`config.mk`:
```
export PLATFORM = sky130hd
export DESIGN_NAME = pll_reset_sequencer
export DESIGN_NICKNAME = d
export VERILOG_FILES = /design/src/rtl/pll_seq_pkg.sv /design/src/rtl/cdc_sync2.sv /design/src/rtl/pll_reset_sequencer.sv
export SDC_FILE = /design/constraint.sdc
export NUM_CORES = 1
export LEC_CHECK = 0
export ABC_AREA = 1
export CAP_MARGIN = 30
export CORE_MARGIN = 8
export CORE_UTILIZATION = 40
export DETAILED_ROUTE_END_ITERATION = 6
export GPL_ROUTABILITY_DRIVEN = 0
export GPL_TIMING_DRIVEN = 0
export HOLD_SLACK_MARGIN = 0.08
export PLACE_DENSITY_LB_ADDON = 0.15
export SETUP_SLACK_MARGIN = 0.3
export SLEW_MARGIN = 20
export SYNTH_ARGS = -nofsm -noshare
export SYNTH_HDL_FRONTEND = slang
export SYNTH_SLANG_ARGS = --single-unit
```
`constraint.sdc`:
```
create_clock -name clkin -period 1.9 [get_ports clkin]
set_input_delay 0.19 -clock clkin [delete_from_list [all_inputs] [get_ports clkin]]
set_output_delay 0.19 -clock clkin [all_outputs]
set_load 0.05 [all_outputs]
```
`src/rtl/pll_seq_pkg.sv`:
```
// Shared types and default timing for the CPU PLL reset sequencer.
// Defaults assume the 100 MHz free-running board clock.
package pll_seq_pkg;

  typedef enum logic [2:0] {
    RESET_PLL = 3'd0,
    WAIT_LOCK = 3'd1,
    STRETCH   = 3'd2,
    RUN       = 3'd3,
    FAULT     = 3'd4
  } state_t;

  localparam int RELOCK_W = 8;

  localparam int BOARD_HZ = 100_000_000;

  localparam int DEF_RST_CYCLES     = BOARD_HZ / 1_000_000;
  localparam int DEF_LOCK_TIMEOUT   = BOARD_HZ / 1_000;
  localparam int DEF_STRETCH_CYCLES = 1000;
  localparam int DEF_MAX_RETRIES    = 4;
  localparam int DEF_CNT_W          = 20;

  function automatic int max3(
    input int a,
    input int b,
    input int c
  );
    int m;
    m = (a > b) ? a : b;
    return (m > c) ? m : c;
  endfunction

endpackage

```
`src/rtl/cdc_sync2.sv`:
```
// Two-flop synchronizer for asynchronous status inputs.
// Synchronous active-low reset clears both stages.
module cdc_sync2 #(
  parameter int WIDTH = 1
) (
  input  logic             clk,
  input  logic             rst_n,
  input  logic [WIDTH-1:0] d,
  output logic [WIDTH-1:0] q
);

  logic [WIDTH-1:0] meta;

  always_ff @(posedge clk) begin
    if (!rst_n) begin
      meta <= '0;
      q    <= '0;
    end else begin
      meta <= d;
      q    <= meta;
    end
  end

endmodule

```
`src/rtl/pll_reset_sequencer.sv`:
```
// Drives the CPU PLL reset, waits for lock with timeout/retry,
// stretches SoC reset until lock is stable, re-sequences on loss.
module pll_reset_sequencer
  import pll_seq_pkg::*;
#(
  parameter int RST_CYCLES     = DEF_RST_CYCLES,
  parameter int LOCK_TIMEOUT   = DEF_LOCK_TIMEOUT,
  parameter int STRETCH_CYCLES = DEF_STRETCH_CYCLES,
  parameter int MAX_RETRIES    = DEF_MAX_RETRIES,
  parameter int CNT_W          = DEF_CNT_W
) (
  input  logic                clkin,
  input  logic                reset_n,
  input  logic                pll_locked,
  input  logic                retry,
  output logic                pll_reset,
  output logic                sys_reset_n,
  output logic                ready,
  output logic                fault,
  output logic [RELOCK_W-1:0] relock_cnt
);

  localparam int RW =
    (MAX_RETRIES > 1) ? $clog2(MAX_RETRIES) : 1;
  localparam int CMAX =
    max3(RST_CYCLES, LOCK_TIMEOUT, STRETCH_CYCLES);

  localparam logic [CNT_W-1:0] RST_LAST =
    CNT_W'(RST_CYCLES - 1);
  localparam logic [CNT_W-1:0] TO_LAST =
    CNT_W'(LOCK_TIMEOUT - 1);
  localparam logic [CNT_W-1:0] STR_LAST =
    CNT_W'(STRETCH_CYCLES - 1);
  localparam logic [RW-1:0] TRY_LAST =
    RW'(MAX_RETRIES - 1);

  if (CNT_W < 31 && CMAX > (1 << CNT_W)) begin : g_cnt_chk
    $error("CNT_W too narrow for timing parameters");
  end

  if (RST_CYCLES < 1 || LOCK_TIMEOUT < 1 ||
      STRETCH_CYCLES < 1 || MAX_RETRIES < 1) begin : g_par_chk
    $error("timing parameters must be at least 1");
  end

  logic                lock_s;
  state_t              state;
  state_t              state_nx;
  logic [CNT_W-1:0]    cnt;
  logic [CNT_W-1:0]    cnt_nx;
  logic [RW-1:0]       tries;
  logic [RW-1:0]       tries_nx;
  logic [RELOCK_W-1:0] relock_nx;

  cdc_sync2 #(
    .WIDTH(1)
  ) u_lock_sync (
    .clk  (clkin),
    .rst_n(reset_n),
    .d    (pll_locked),
    .q    (lock_s)
  );

  always_comb begin
    state_nx  = state;
    cnt_nx    = cnt + 1'b1;
    tries_nx  = tries;
    relock_nx = relock_cnt;
    unique case (state)
      RESET_PLL: begin
        if (cnt == RST_LAST) begin
          state_nx = WAIT_LOCK;
          cnt_nx   = '0;
        end
      end
      WAIT_LOCK: begin
        if (lock_s) begin
          state_nx = STRETCH;
          cnt_nx   = '0;
        end else if (cnt == TO_LAST) begin
          cnt_nx = '0;
          if (tries == TRY_LAST) begin
            state_nx = FAULT;
          end else begin
            state_nx = RESET_PLL;
            tries_nx = tries + 1'b1;
          end
        end
      end
      STRETCH: begin
        if (!lock_s) begin
          state_nx = WAIT_LOCK;
          cnt_nx   = '0;
        end else if (cnt == STR_LAST) begin
          state_nx = RUN;
          cnt_nx   = '0;
          tries_nx = '0;
        end
      end
      RUN: begin
        cnt_nx = '0;
        if (!lock_s) begin
          state_nx = RESET_PLL;
          if (relock_cnt != '1) begin
            relock_nx = relock_cnt + 1'b1;
          end
        end
      end
      FAULT: begin
        cnt_nx = '0;
        if (retry) begin
          state_nx = RESET_PLL;
          tries_nx = '0;
        end
      end
      default: begin
        state_nx = RESET_PLL;
        cnt_nx   = '0;
      end
    endcase
  end

  // Outputs decode the next state so they change on the
  // same edge as the transition that causes them.
  always_ff @(posedge clkin) begin
    if (!reset_n) begin
      state       <= RESET_PLL;
      cnt         <= '0;
      tries       <= '0;
      relock_cnt  <= '0;
      pll_reset   <= 1'b1;
      sys_reset_n <= 1'b0;
      ready       <= 1'b0;
      fault       <= 1'b0;
    end else begin
      state       <= state_nx;
      cnt         <= cnt_nx;
      tries       <= tries_nx;
      relock_cnt  <= relock_nx;
      pll_reset   <= (state_nx == RESET_PLL) ||
                     (state_nx == FAULT);
      sys_reset_n <= (state_nx == RUN);
      ready       <= (state_nx == RUN);
      fault       <= (state_nx == FAULT);
    end
  end

endmodule

```
==> flow_metrics.tcl <==
set metrics [dict create \
    synth.area.mux_share 0 \
    grt_pass1_vias 1975 \
    power_frac_seq 0.558 \
    dp_slack_ns 0.1027 \
    critPathLaunchType "register" \
    report.final.hold_viol_count 0 \
    max_freq_mhz 637.0 \
    rrSetupSlack_ns 0.33 \
    min_to "u_lock_sync.meta" \
    tns_ns 0 \
    syn_inst 313 \
    grt_max_degree 12 \
    synth_common_cells "64 x nand2_1, 58 x nor2_1, 48 x inv_1" \
    dieWidth_um 88.26 \
    postRouteAntennaNets 0 \
    combPwrFrac 0.035 \
    nFillCells 533 \
    cts_buffers 5 \
    dp.final_hpwl_um 3695 \
    yosysTopAreaCellShare 0.3643 \
    die_y_um 88.26 \
    setup_violations 0 \
    min-delay-start "pll_locked" \
    drt-pass1-iter-count 4 \
    synth_compound_area_frac 0.06651 \
    fin_util 0.5052 \
    grt_overflow 0 \
    final_nets 350 \
    ys_seq_area_frac 0.3643 \
    yosys_most_used_dff "dfxtp_1" \
    first_iter_violations 117 \
    remaining_drc_errors 0 \
    io_pins 16 \
    synth_most_common_cell "nand2_1" \
    p_clk_frac 0.407 \
    cts.hold.buffers_added 0 \
    wl_per_cell_um 12.28 \
    intPower_uw 1122 \
    power.density_nw_per_um2 568.7 \
    worst_slack_ns 0.3300 \
    root_buffer "clkbuf_8" \
    rsz0062_at_grt "true" \
    cts_tree "built" \
    synth_nets 320 \
    worstReg2RegStart "cnt[0]" \
    die-area_um2 7789 \
    core.rowCount 26 \
    maxSlewViolCount 0 \
    relSlewSlack 0.6595 \
    fin_skew_ns 0.006361 \
    yosysTopAreaCell "dfxtp_1" \
    synth-simple-area-share 0.4002 \
    cts_num_sinks 38 \
    vias 1986 \
    grt_util_all_layers 0.1428 \
    tightest_slew_ns 0.5100 \
    hold_depth 3 \
    peakVddDrop_mv 0.3011 \
    swShare 0.2303 \
    ys_top_cells_by_area "dfxtp_1 36%, nand2_1 12%, nor2_1 10%" \
    power_leakage_uw 0.001104 \
    cts.reportedPaths.clkPinSlew_ns 0.07 \
    start_util 0.4115 \
    coreArea_um2 5075 \
    synth.avg_cell_area_um2 6.672 \
    synth_top_family_by_area "simple AND/OR/NAND/NOR gates" \
    synth_edf_count 0 \
    antenna_cells 0 \
    r2r-end "cnt[7]" \
    worstPathMaxFanout 10 \
    finalCriticalPeriod_ns 1.570 \
    antenna_found_initial 0 \
    drive_gt1_frac 0.1860 \
    area_growth_syn_to_layout_pct 22.77 \
    cp-end-kind "register" \
    synth-xor-area-share 0.05033 \
    period_share 0.8263 \
    post_synth_instance_area_um2 2088 \
    status "finished clean" \
    clk_path_buf_depth 2 \
    r2r.worst_path.cells 10 \
    arrival_ns 1.76 \
    yosysWarnings 0 \
    grt_pass1_wl_um 8756 \
    synth_cell_types 33 \
    ys_ff_latch 38 \
    worstPathRequired_ns 2.09 \
    synth_adder_area_share 0.01797 \
    worstSkewPairLatency_ns 0.30 \
    viasPerCell 4.797 \
    hold_class "in2reg" \
    h-tree-depth 2 \
    async_flop_share 0 \
    switching_power_uw 335.8 \
    wirelength_um 5085 \
    worstSetupPathType "reg2reg" \
    maxCapViolCount 0 \
    portBuffers 15 \
]
==> worst max-delay path: stages, from the launching register on <==
cell and delay, ns:
dfxtp_2 0.36, ha_4 0.16, nand2_4 0.06, nor2_4 0.12, nand3_2 0.09, nor2_4 0.13, a21oi_2 0.08, nand3b_4 0.19
nand2_4 0.10, buf_8 0.13, nor2_1 0.04
==> logic make-up (layout without fill, tap and decap cells) <==
logic type	count (synthesis)	in the layout
fa+ha+maj	3	3
compound gates	25	25
buf+inv	53	84
simple gates	182	182
xor+xnor	12	12
flops	38	38
==> cells in the final DEF, fill, tap and decap left out, drive strengths merged <==
cell type | synthesis | layout
and3 | 1 | 1
nor2 | 63 | 63
clkbuf | 1 | 8
xnor2 | 3 | 3
buf | 2 | 10
nand3b | 1 | 1
nand3 | 22 | 22
dlygate4sd2 | 0 | 11
clkinv | 1 | 2
xor2 | 9 | 9
inv | 49 | 49
and2 | 1 | 1
nand2 | 68 | 68
clkdlybuf4s50 | 0 | 3
dfxtp | 38 | 38
nor3 | 10 | 10
ha | 3 | 3
nand4 | 14 | 14
a21oi | 12 | 12
dlymetal6s2s | 0 | 1
o21bai | 2 | 2
nor3b | 1 | 1
o21ai | 10 | 10
or2 | 1 | 1
a31oi | 1 | 1
==> power groups by stage <==
stage	sequential (uW)	combinational [uW]	clock, uW
finish	813	51.5	593
global route	814	59.0	639
detailed placement	829	43.4	0
global placement	829	42.7	0
floorplan	828	29.2	0
CTS	813	50.5	610
==> worst max path at each step <==
stage | from | to | depth (start not counted)
after floorplan | cnt[0] | cnt[2] | 10
after global placement | cnt[0] | cnt[5] | 10
after detailed placement | reset_n | cnt[0] | 6
after CTS | cnt[1] | cnt[7] | 10
after global routing | cnt[0] | tries[1] | 12
final | cnt[0] | cnt[7] | 10
==> cell type report <==
class	count	area [um^2]	share of cell area
Tap cell	70	87.58	0.03416
Clock buffer	7	86.33	0.03367
Multi-Input combinational cell	222	1190	0.4641
Inverter	50	187.7	0.07321
Clock inverter	1	5.005	0.001952
Buffer	3	26.28	0.01025
Sequential cell	38	782.0	0.3050
Timing Repair Buffer	23	198.9	0.07760
==> metrics by stage <==
stage | power [uW] | cells | instance area [um^2] | hold slack (ns)
detailed placement | 872.5 | 398 | 2332 | 0.4212
global route | 1513 | 414 | 2564 | 0.4478
floorplan | 856.8 | 313 | 2095 | 0.2835
global placement | 871.5 | 398 | 2332 | 0.4102
finish | 1458 | 414 | 2564 | 0.4302
CTS | 1473 | 411 | 2466 | 0.4226
==> metal layers <==
| layer | GRT usage | vias to the layer above | wire (um) |
|---|---|---|---|
| li1 | - | 1046 | - |
| met2 | 0.2308 | 44 | 2407 |
| met3 | 0.03900 | 6 | 261 |
| met1 | 0.1747 | 890 | 2339 |
| met5 | 0 | - | 0 |
| met4 | 0.05684 | 0 | 76 |
==> flip-flops by register name (all words and copies together) (netlist names) <==
signal / flops
cnt: 20
fault: 1
pll_reset: 1
ready: 1
relock_cnt: 8
state: 3
tries: 2
u_lock_sync.meta: 1
u_lock_sync.q: 1
==> repair_timing <==
| item | 4_1_cts | 5_1_grt |
|---|---|---|
| pin swaps | 2 | 7 |
| buffers inserted | 5 | 3 |
| gates resized for setup | 17 | 28 |
| setup endpoints to repair | 35 | 30 |
Power figures use the tool's default switching activity.
